[src/rtl/ms_timer_pkg.sv]
// Shared types and constants for the millisecond timer and its tick source.
package ms_timer_pkg;

  localparam int unsigned MS_W_DEFAULT = 16;
  // Tick generator period in clk cycles; its counter wraps at TICK_WRAP.
  localparam int unsigned TICKS_PER_MS = 5001;
  localparam int unsigned TICK_WRAP    = TICKS_PER_MS - 1;

  typedef enum logic [1:0] {
    IDLE   = 2'd0,
    RUN    = 2'd1,
    PAUSED = 2'd2
  } state_e;

endpackage

[src/rtl/ms_down_counter.sv]
// Loadable down counter with zero flag; holds at zero instead of underflowing.
module ms_down_counter
  import ms_timer_pkg::*;
#(
  parameter int unsigned W = MS_W_DEFAULT
) (
  input  logic         clk,
  input  logic         rst,
  input  logic         clr_i,
  input  logic         load_i,
  input  logic [W-1:0] load_val_i,
  input  logic         dec_i,
  output logic [W-1:0] count_o,
  output logic         zero_o
);

  logic [W-1:0] count_q, count_d;

  always_comb begin
    count_d = count_q;
    if (clr_i) begin
      count_d = '0;
    end else if (load_i) begin
      count_d = load_val_i;
    end else if (dec_i && !zero_o) begin
      count_d = count_q - W'(1);
    end
  end

  always_ff @(posedge clk or posedge rst) begin
    if (rst) begin
      count_q <= '0;
    end else begin
      count_q <= count_d;
    end
  end

  assign count_o = count_q;
  assign zero_o  = (count_q == '0);

endmodule

[src/rtl/ms_timer.sv]
// Programmable millisecond countdown timer driven by the 1 ms tick pulse.
// Define MS_TIMER_AUTORELOAD_EN for periodic done (reload on expiry).
module ms_timer
  import ms_timer_pkg::*;
#(
  parameter int unsigned MS_W = MS_W_DEFAULT
) (
  input  logic            clk,
  input  logic            rst,
  input  logic            ms_tick,
  input  logic            start,
  input  logic [MS_W-1:0] duration,
  input  logic            pause,
  input  logic            abort,
  output logic            busy,
  output logic            done,
  output logic [MS_W-1:0] remaining,
  output logic [MS_W-1:0] elapsed
);

  state_e          state_q, state_d;
  logic [MS_W-1:0] dur_q, dur_d;
  logic [MS_W-1:0] elapsed_q, elapsed_d;
  logic            done_q, done_d;

  logic            accept, zero_start, count_en, expire, aborting, reload;
  logic [MS_W-1:0] rem;
  logic            rem_zero, last;

  assign last = (rem == MS_W'(1));

  always_ff @(posedge clk or posedge rst) begin
    if (rst) begin
      state_q <= IDLE;
    end else begin
      state_q <= state_d;
    end
  end

  always_comb begin
    state_d    = state_q;
    accept     = 1'b0;
    zero_start = 1'b0;
    count_en   = 1'b0;
    aborting   = 1'b0;
    case (state_q)
      IDLE: begin
        if (start) begin
          if (duration == '0) begin
            zero_start = 1'b1;
          end else begin
            accept  = 1'b1;
            state_d = RUN;
          end
        end
      end
      RUN: begin
        if (abort) begin
          aborting = 1'b1;
          state_d  = IDLE;
        end else if (pause) begin
          state_d = PAUSED;
        end else if (ms_tick) begin
          count_en = !rem_zero;
        end
      end
      PAUSED: begin
        if (abort) begin
          aborting = 1'b1;
          state_d  = IDLE;
        end else if (!pause) begin
          state_d  = RUN;
          count_en = ms_tick && !rem_zero;
        end
      end
      default: state_d = IDLE;
    endcase
    expire = count_en && last;
`ifdef MS_TIMER_AUTORELOAD_EN
    reload = expire;
`else
    reload = 1'b0;
    if (expire) begin
      state_d = IDLE;
    end
`endif
  end

  always_comb begin
    busy = (state_q != IDLE);
    done = done_q;
  end

  always_comb begin
    dur_d     = (state_q == IDLE && start) ? duration : dur_q;
    done_d    = expire || zero_start;
    elapsed_d = elapsed_q;
    if (accept || zero_start) begin
      elapsed_d = '0;
    end else if (expire) begin
`ifdef MS_TIMER_AUTORELOAD_EN
      elapsed_d = '0;
`else
      elapsed_d = dur_q;
`endif
    end else if (count_en) begin
      elapsed_d = elapsed_q + MS_W'(1);
    end
  end

  always_ff @(posedge clk or posedge rst) begin
    if (rst) begin
      dur_q     <= '0;
      elapsed_q <= '0;
      done_q    <= 1'b0;
    end else begin
      dur_q     <= dur_d;
      elapsed_q <= elapsed_d;
      done_q    <= done_d;
    end
  end

  // Reload has priority over the decrement issued on the same expiring tick.
  ms_down_counter #(.W(MS_W)) u_remaining (
    .clk        (clk),
    .rst        (rst),
    .clr_i      (aborting || zero_start),
    .load_i     (accept || reload),
    .load_val_i (accept ? duration : dur_q),
    .dec_i      (count_en),
    .count_o    (rem),
    .zero_o     (rem_zero)
  );

  assign remaining = rem;
  assign elapsed   = elapsed_q;

endmodule

[config.mk]
export PLATFORM = sky130hd
export DESIGN_NAME = ms_timer
export DESIGN_NICKNAME = d
export VERILOG_FILES = /design/src/rtl/ms_timer_pkg.sv /design/src/rtl/ms_down_counter.sv /design/src/rtl/ms_timer.sv
export SDC_FILE = /design/constraint.sdc
export NUM_CORES = 1
export LEC_CHECK = 0
export ABC_AREA = 1
export CAP_MARGIN = 25
export CORE_MARGIN = 10
export CORE_UTILIZATION = 31
export CTS_BUF_LIST = sky130_fd_sc_hd__clkbuf_8
export DETAILED_ROUTE_END_ITERATION = 16
export SLEW_MARGIN = 20
export SYNTH_ARGS = -nofsm -noshare
export SYNTH_HDL_FRONTEND = slang
export SYNTH_HIERARCHICAL = 1
export SYNTH_SLANG_ARGS = --single-unit
[constraint.sdc]
create_clock -name clk -period 3.75 [get_ports clk]
set_input_delay 0.75 -clock clk [delete_from_list [all_inputs] [get_ports clk]]
set_output_delay 0.75 -clock clk [all_outputs]
set_load 0.01 [all_outputs]
Word-level counts from Yosys, hierarchy flattened
Cells that the tools add are included.
{ "word_totals": {"wordCells": 58, "output_inout_bits": 34, "register_bits": 51, "inputBits": 22} }
{ "classes": {"reduce_logical": 16, "n_eq_ne": 7, "add_sub_neg": 2, "mux": 28} }
{ "ops": {"columns": ["operator", "n"], "rows": [
  ["16-bit two-way mux", 6],
  ["16-bit logical NOT", 2],
  ["16-bit by 1-bit adder with 16-bit output (second input constant)", 1],
  ["16-bit by 1-bit == test with 1-bit output (second input constant)", 1],
  ["16-bit by 1-bit subtractor with 16-bit output (second input constant)", 1],
  ["2-bit two-way mux", 7],
  ["1-bit two-way mux", 13],
  ["4-bit inequality test (second input constant)", 2],
  ["3-bit inequality test (second input constant)", 2],
  ["2-bit case mux with 3 select lines", 1],
  ["3-bit nonzero test", 2],
  ["1-bit logical AND", 4],
  ["4-bit AND reduction", 1],
  ["1-bit logical OR", 3],
  ["2-bit by 1-bit == test with 1-bit output (second input constant)", 1],
  ["2-bit == test (second input constant)", 1],
  ["2-bit logical NOT", 1],
  ["1-bit case mux with 2 select lines", 1],
  ["2-bit nonzero test", 1],
  ["2-bit OR reduction", 1],
  ["1-bit logical NOT", 1]
]} }

Logic depth before layout (Yosys ltp)
{ "logic_depth": {"depth_word": 10, "depth_mapped": 16, "depth_no_buf": 14} }

Hierarchy
The synthesis kept the hierarchy.
{ "modules_own_cells": {"columns": ["module", "cells_each", "seq_area_each_um2", "area_each_um2", "instances"], "rows": [
  ["ms_timer", 345, 875.8, 2311.0, 1],
  ["ms_down_counter", 201, 400.4, 1244.9, 1]
]} }

Worst setup path after synthesis
OpenSTA, ideal clock, no wires.
{ "synth_path": {"kind": "register to register", "startpoint": "reg u_remaining.count_q[0], in the netlist u_remaining/count_o[0]", "endpoint": "reg u_remaining.count_q[11], in the netlist u_remaining/count_o[11]", "stages_incl_launch_ff": 17, "n_path_buf": 2, "setup_time_ns": 0.117, "synth_period_minus_slack_ns": 2.329, "arrival_ns": 2.212, "required_time_ns": 3.633, "setup_slack_ns": 1.421, "cell_sequence": "dfrtp_1 > inv_1 > ha_1 > nand2_2 > nor2_1 > nand3b_1 > nor4_1 > nand3b_1 > nor2_4 > buf_4 > nand2_4 > nand2_4 > nand2_4 > inv_2 > buf_6 > nand2_1 > nand2_1"} }
{ "synth_via": {"elab_chain_len": 8, "elab_cells_between_ends": 15, "cone_classes": "add/sub (1); mux (9); reduce/logical (5)"} }
{ "synth_lines": {"columns": ["item", "line", "rtl"], "rows": [
  ["start: declaration", "ms_down_counter.sv:17", "logic [W-1:0] count_q, count_d;"],
  ["start signal: assignment", "ms_down_counter.sv:34", "count_q <= count_d;"],
  ["16-bit logical NOT *", "ms_down_counter.sv:39", "assign zero_o = (count_q == '0);"],
  ["via rem_zero", "ms_timer.sv:28", "logic rem_zero, last;"],
  ["1-bit logical NOT *", "ms_timer.sv:64, ms_timer.sv:73", null],
  ["1-bit two-way mux or 1-bit logical AND (tied branches)", "ms_timer.sv:63, ms_timer.sv:73", null],
  ["1-bit two-way mux, on equally long branches", "ms_timer.sv:61, ms_timer.sv:71", null],
  ["1-bit two-way mux, on equally long branches", "ms_timer.sv:58, ms_timer.sv:68", null],
  ["1-bit case mux with 2 select lines *", "ms_timer.sv:46", "case (state_q)"],
  ["via count_en", "ms_timer.sv:26", "logic accept, zero_start, count_en, expire, aborting, reload;"],
  ["1-bit logical AND *", "ms_down_counter.sv:25", "end else if (dec_i && !zero_o) begin"],
  ["3-bit nonzero test (no line) *", null, null]
]} }
Mark *: on every way through the listed nets, which the timed path passes. The rest lies on a longest branch. The select of a mux whose other input is x is not followed.
A chain may end at the register's enable or synchronous reset.

Final worst setup path
{ "layout_path": {"startpoint": "reg u_remaining.count_q[0], in the netlist u_remaining/count_o[0]", "endpoint": "reg elapsed_q[11], in the netlist elapsed[11]"} }
{ "layout_via": {"elab_chain_len": 9, "elab_cells_between_ends": 14, "cone_classes": "eq/ne (1); mux (8); reduce/logical (5)"} }
{ "layout_lines": {"columns": ["item", "line", "rtl"], "rows": [
  ["16-bit logical NOT *", "ms_down_counter.sv:39", null],
  ["via rem_zero", "ms_timer.sv:28", null],
  ["1-bit logical NOT *", "ms_timer.sv:64, ms_timer.sv:73", null],
  ["1-bit two-way mux or 1-bit logical AND (tied branches)", "ms_timer.sv:63, ms_timer.sv:73", null],
  ["1-bit two-way mux, on equally long branches", "ms_timer.sv:61, ms_timer.sv:71", null],
  ["1-bit two-way mux, on equally long branches", "ms_timer.sv:58, ms_timer.sv:68", null],
  ["1-bit case mux with 2 select lines *", "ms_timer.sv:46", null],
  ["1-bit logical AND", "ms_timer.sv:78", "expire = count_en && last;"],
  ["16-bit two-way mux", "ms_timer.sv:100", "end else if (expire) begin"],
  ["16-bit two-way mux", "ms_timer.sv:98", "if (accept || zero_start) begin"],
  ["end signal: assignment", "ms_timer.sv:118", "elapsed_q <= elapsed_d;"],
  ["end: declaration", "ms_timer.sv:23", "logic [MS_W-1:0] elapsed_q, elapsed_d;"]
]} }
Mark *: on every way through the listed nets, which the timed path passes. The rest lies on a longest branch.

==> flow_metrics.env <==
export IMPL_status="finished clean"
export IMPL_yosys_area_top_type="dfrtp_1"
export IMPL_wire_per_inst_um=13.7
export IMPL_num_rows=39
export IMPL_worst_slew_pin_slew_ps=667
export IMPL_layout_nets=625
export IMPL_fin_util_pct=38.2
export IMPL_dp_hpwl_mm=7.71
export IMPL_yosysTopAreaCellShare_pct=35.9
export IMPL_fmax_mhz=341
export IMPL_grt_pass1_wl_mm=16.9
export IMPL_cts_setup_buffers=0
export IMPL_synthArstFlopShare_pct=100
export IMPL_cts_root_buf="clkbuf_8"
export IMPL_endpoint_kind="register"
export IMPL_ys_seq_area_share_pct=35.9
export IMPL_rsz0062_at_grt="no"
export IMPL_yosysWarningCount=6
export IMPL_clockBufferDepth=2
export IMPL_synth_compound_area_share_pct=7.39
export IMPL_drc_errors=0
export IMPL_hold_path_class="register to register"
export IMPL_drv_slew=0
export IMPL_cts_tree="yes"
export IMPL_fill_cells=1241
export IMPL_die_area_mm2=0.0162
export IMPL_ir_worst_vdd_v=0.000278
export IMPL_hold_viol=0
export IMPL_ys_types=27
export IMPL_drv_cap=0
export IMPL_gp_congestion=0.840
export IMPL_leakage_nw=2.10
export IMPL_core_mm2=0.0113
export IMPL_via_per_inst=4.81
export IMPL_grt_use_total_pct=12.4
export IMPL_syn_cell_area_mm2=0.00356
export IMPL_syn2layout_area_growth_pct=21.5
export IMPL_synth_top_family_by_area="simple AND/OR/NAND/NOR gates"
export IMPL_drtIter0Drc=249
export IMPL_antenna_found_initial=0
export IMPL_cp_max_fo=20
export IMPL_wirelength_mm=10.1
export IMPL_synth_commonest_cells="180 x nand2_1, 67 x nor2_1, 61 x inv_1"
export IMPL_required_ps=3950
export IMPL_fin_crit_sh_pct=78.1
export IMPL_synth_avg_cell_area_um2=6.51
export IMPL_power_density_mw_per_mm2=623
export IMPL_syn_nets=574
export IMPL_io_pins=56
export IMPL_clkLatencyLatePin_ps=310
export IMPL_drtAntennaViolNets=0
export IMPL_ys_ff_latch=51
export IMPL_slew_headroom_pct=55.4
export IMPL_cts_resized=0
export IMPL_vias=3556
export IMPL_clk_pin_slew_ps=100
export IMPL_dieWidth_um=127
export IMPL_hold_buffers=0
export IMPL_yosys_most_used_dff="dfrtp_1"
export IMPL_grt_ovfl_total=0
export IMPL_yosys_area_share_simple_pct=42.9
export IMPL_drt_first_pass_iters=4
export IMPL_grt_pass1_vias=3347
export IMPL_worstSetupPathType="register to register"
export IMPL_critPathLaunchType="register"
export IMPL_rrSetupSlack_ps=820
export IMPL_setup_viol=0
export IMPL_start_util_pct=31.4
export IMPL_timing_clock_skew_ps=8.28
export IMPL_grt_start_max_net_pins=36
export IMPL_io_buffer_count=55
export IMPL_synth_xor_area_share_pct=1.97
export IMPL_diodes=0
export IMPL_fp_dieH_um=127
export IMPL_tns_ps=0
export IMPL_yosys_top_cells_area="dfrtp_1 36%, nand2_1 19%, nand3_1 8.0%"
export IMPL_layout_min_cycle_time_ps=2930
export IMPL_syn_inst=546
export IMPL_synth_mux_area_share_pct=0.563
export IMPL_drive_gt1_share_pct=5.86
export IMPL_synth_edff_count=0
export IMPL_synth_most_common_cell="nand2_1"
export IMPL_synthAdderAreaFrac_pct=2.11
export IMPL_arrival_ps=3130
export IMPL_htree_levels=2
export IMPL_cts_sinks=51
export IMPL_cts_buffers=5
-- area by class of cell --
class                      instances  area, um2  area share (%)
sequential                        51       1280            29.5
tap                              143        179            4.14
inverter                          63        236            5.47
clock buffer                       6       82.6            1.91
timing repair buffer              59        581            13.4
clock inverter                     1       5.00           0.116
multi-input combinational        417       1960            45.4
-- report_power, final --
group	switching (mW)	internal, mW	total [mW]
clock	0.183	0.145	0.328
sequential	0.179	0.713	0.892
combinational	0.919	0.552	1.47
-- worst paths after layout --
path                                         from                       to  depth (start not counted)
max                        u_remaining/count_o[0]              elapsed[11]                         12
max reg2reg                u_remaining/count_o[0]              elapsed[11]                         12
min                                   elapsed[15]              elapsed[15]                          2
min reg2reg                           elapsed[15]              elapsed[15]                          2
max in group asynchronous                     rst  u_remaining/count_o[13]                          2
min in group asynchronous                     rst   u_remaining/count_o[2]                          2
-- kinds of logic after synthesis --
family,Yosys count
AO/OA/AOI/OAI,52
XOR/XNOR,8
adder cells (fa/ha/maj),6
buffers and inverters,78
flip-flops,51
multiplexers,2
AND/OR/NAND/NOR,349
-- sequential cells by signal, summed over array words and instances (netlist names) --
name	cells
done	1
u_remaining/count_o	16
dur_q	16
state_q	2
elapsed	16
-- per-stage QoR --
step | total power, mW | cell area [um2] | hold slack [ps] | setup slack, ps | cells
floorplan | 1.90 | 3560 | 506 | 1420 | 546
global placement | 2.35 | 4230 | 516 | 375 | 733
detailed placement | 2.37 | 4230 | 522 | 261 | 733
CTS | 2.71 | 4320 | 543 | 589 | 740
global route | 2.97 | 4320 | 585 | 540 | 740
finish | 2.69 | 4320 | 544 | 820 | 740
-- metal layers --
metal / part of all wire [%] / vias up / wire length [um] / track usage, %
met3: 6.1 / 5 / 614 / 3.52
met4: 0.66 / 0 / 67 / 2.21
met2: 48 / 73 / 4850 / 20.0
met1: 45 / 1647 / 4610 / 16.3
li1: - / 1831 / - / -
met5: 0 / - / 0 / 0
-- placed cells by master, fill, tap and decap left out, types with 3 or more instances in the layout --
master | synthesis | layout
xor2_1 | 8 | 8
clkbuf_8 | 0 | 6
o21ai_0 | 43 | 43
nand3_1 | 57 | 57
ha_1 | 6 | 6
clkdlybuf4s50_1 | 0 | 55
nand2_1 | 180 | 180
inv_1 | 61 | 61
o21ai_1 | 6 | 6
nor2_1 | 67 | 66
nand3b_1 | 5 | 5
or2_2 | 3 | 3
nand2_2 | 4 | 4
dfrtp_1 | 51 | 51
nand4_1 | 17 | 17
nand2_4 | 3 | 3
nor2_2 | 8 | 8
buf_4 | 1 | 4
-- worst max-delay path, stage by stage (launching register included) --
cell	delay (ps)
dfrtp_1	440
inv_1	120
ha_1	220
nand2_2	120
nor2_1	360
nand3b_1	190
nor4_1	360
nand3b_1	210
nor2_4	110
nand3_2	350
nand3_1	170
nand3_1	110
nand2_1	50
Note: power is estimated with default switching activity, not from simulation.
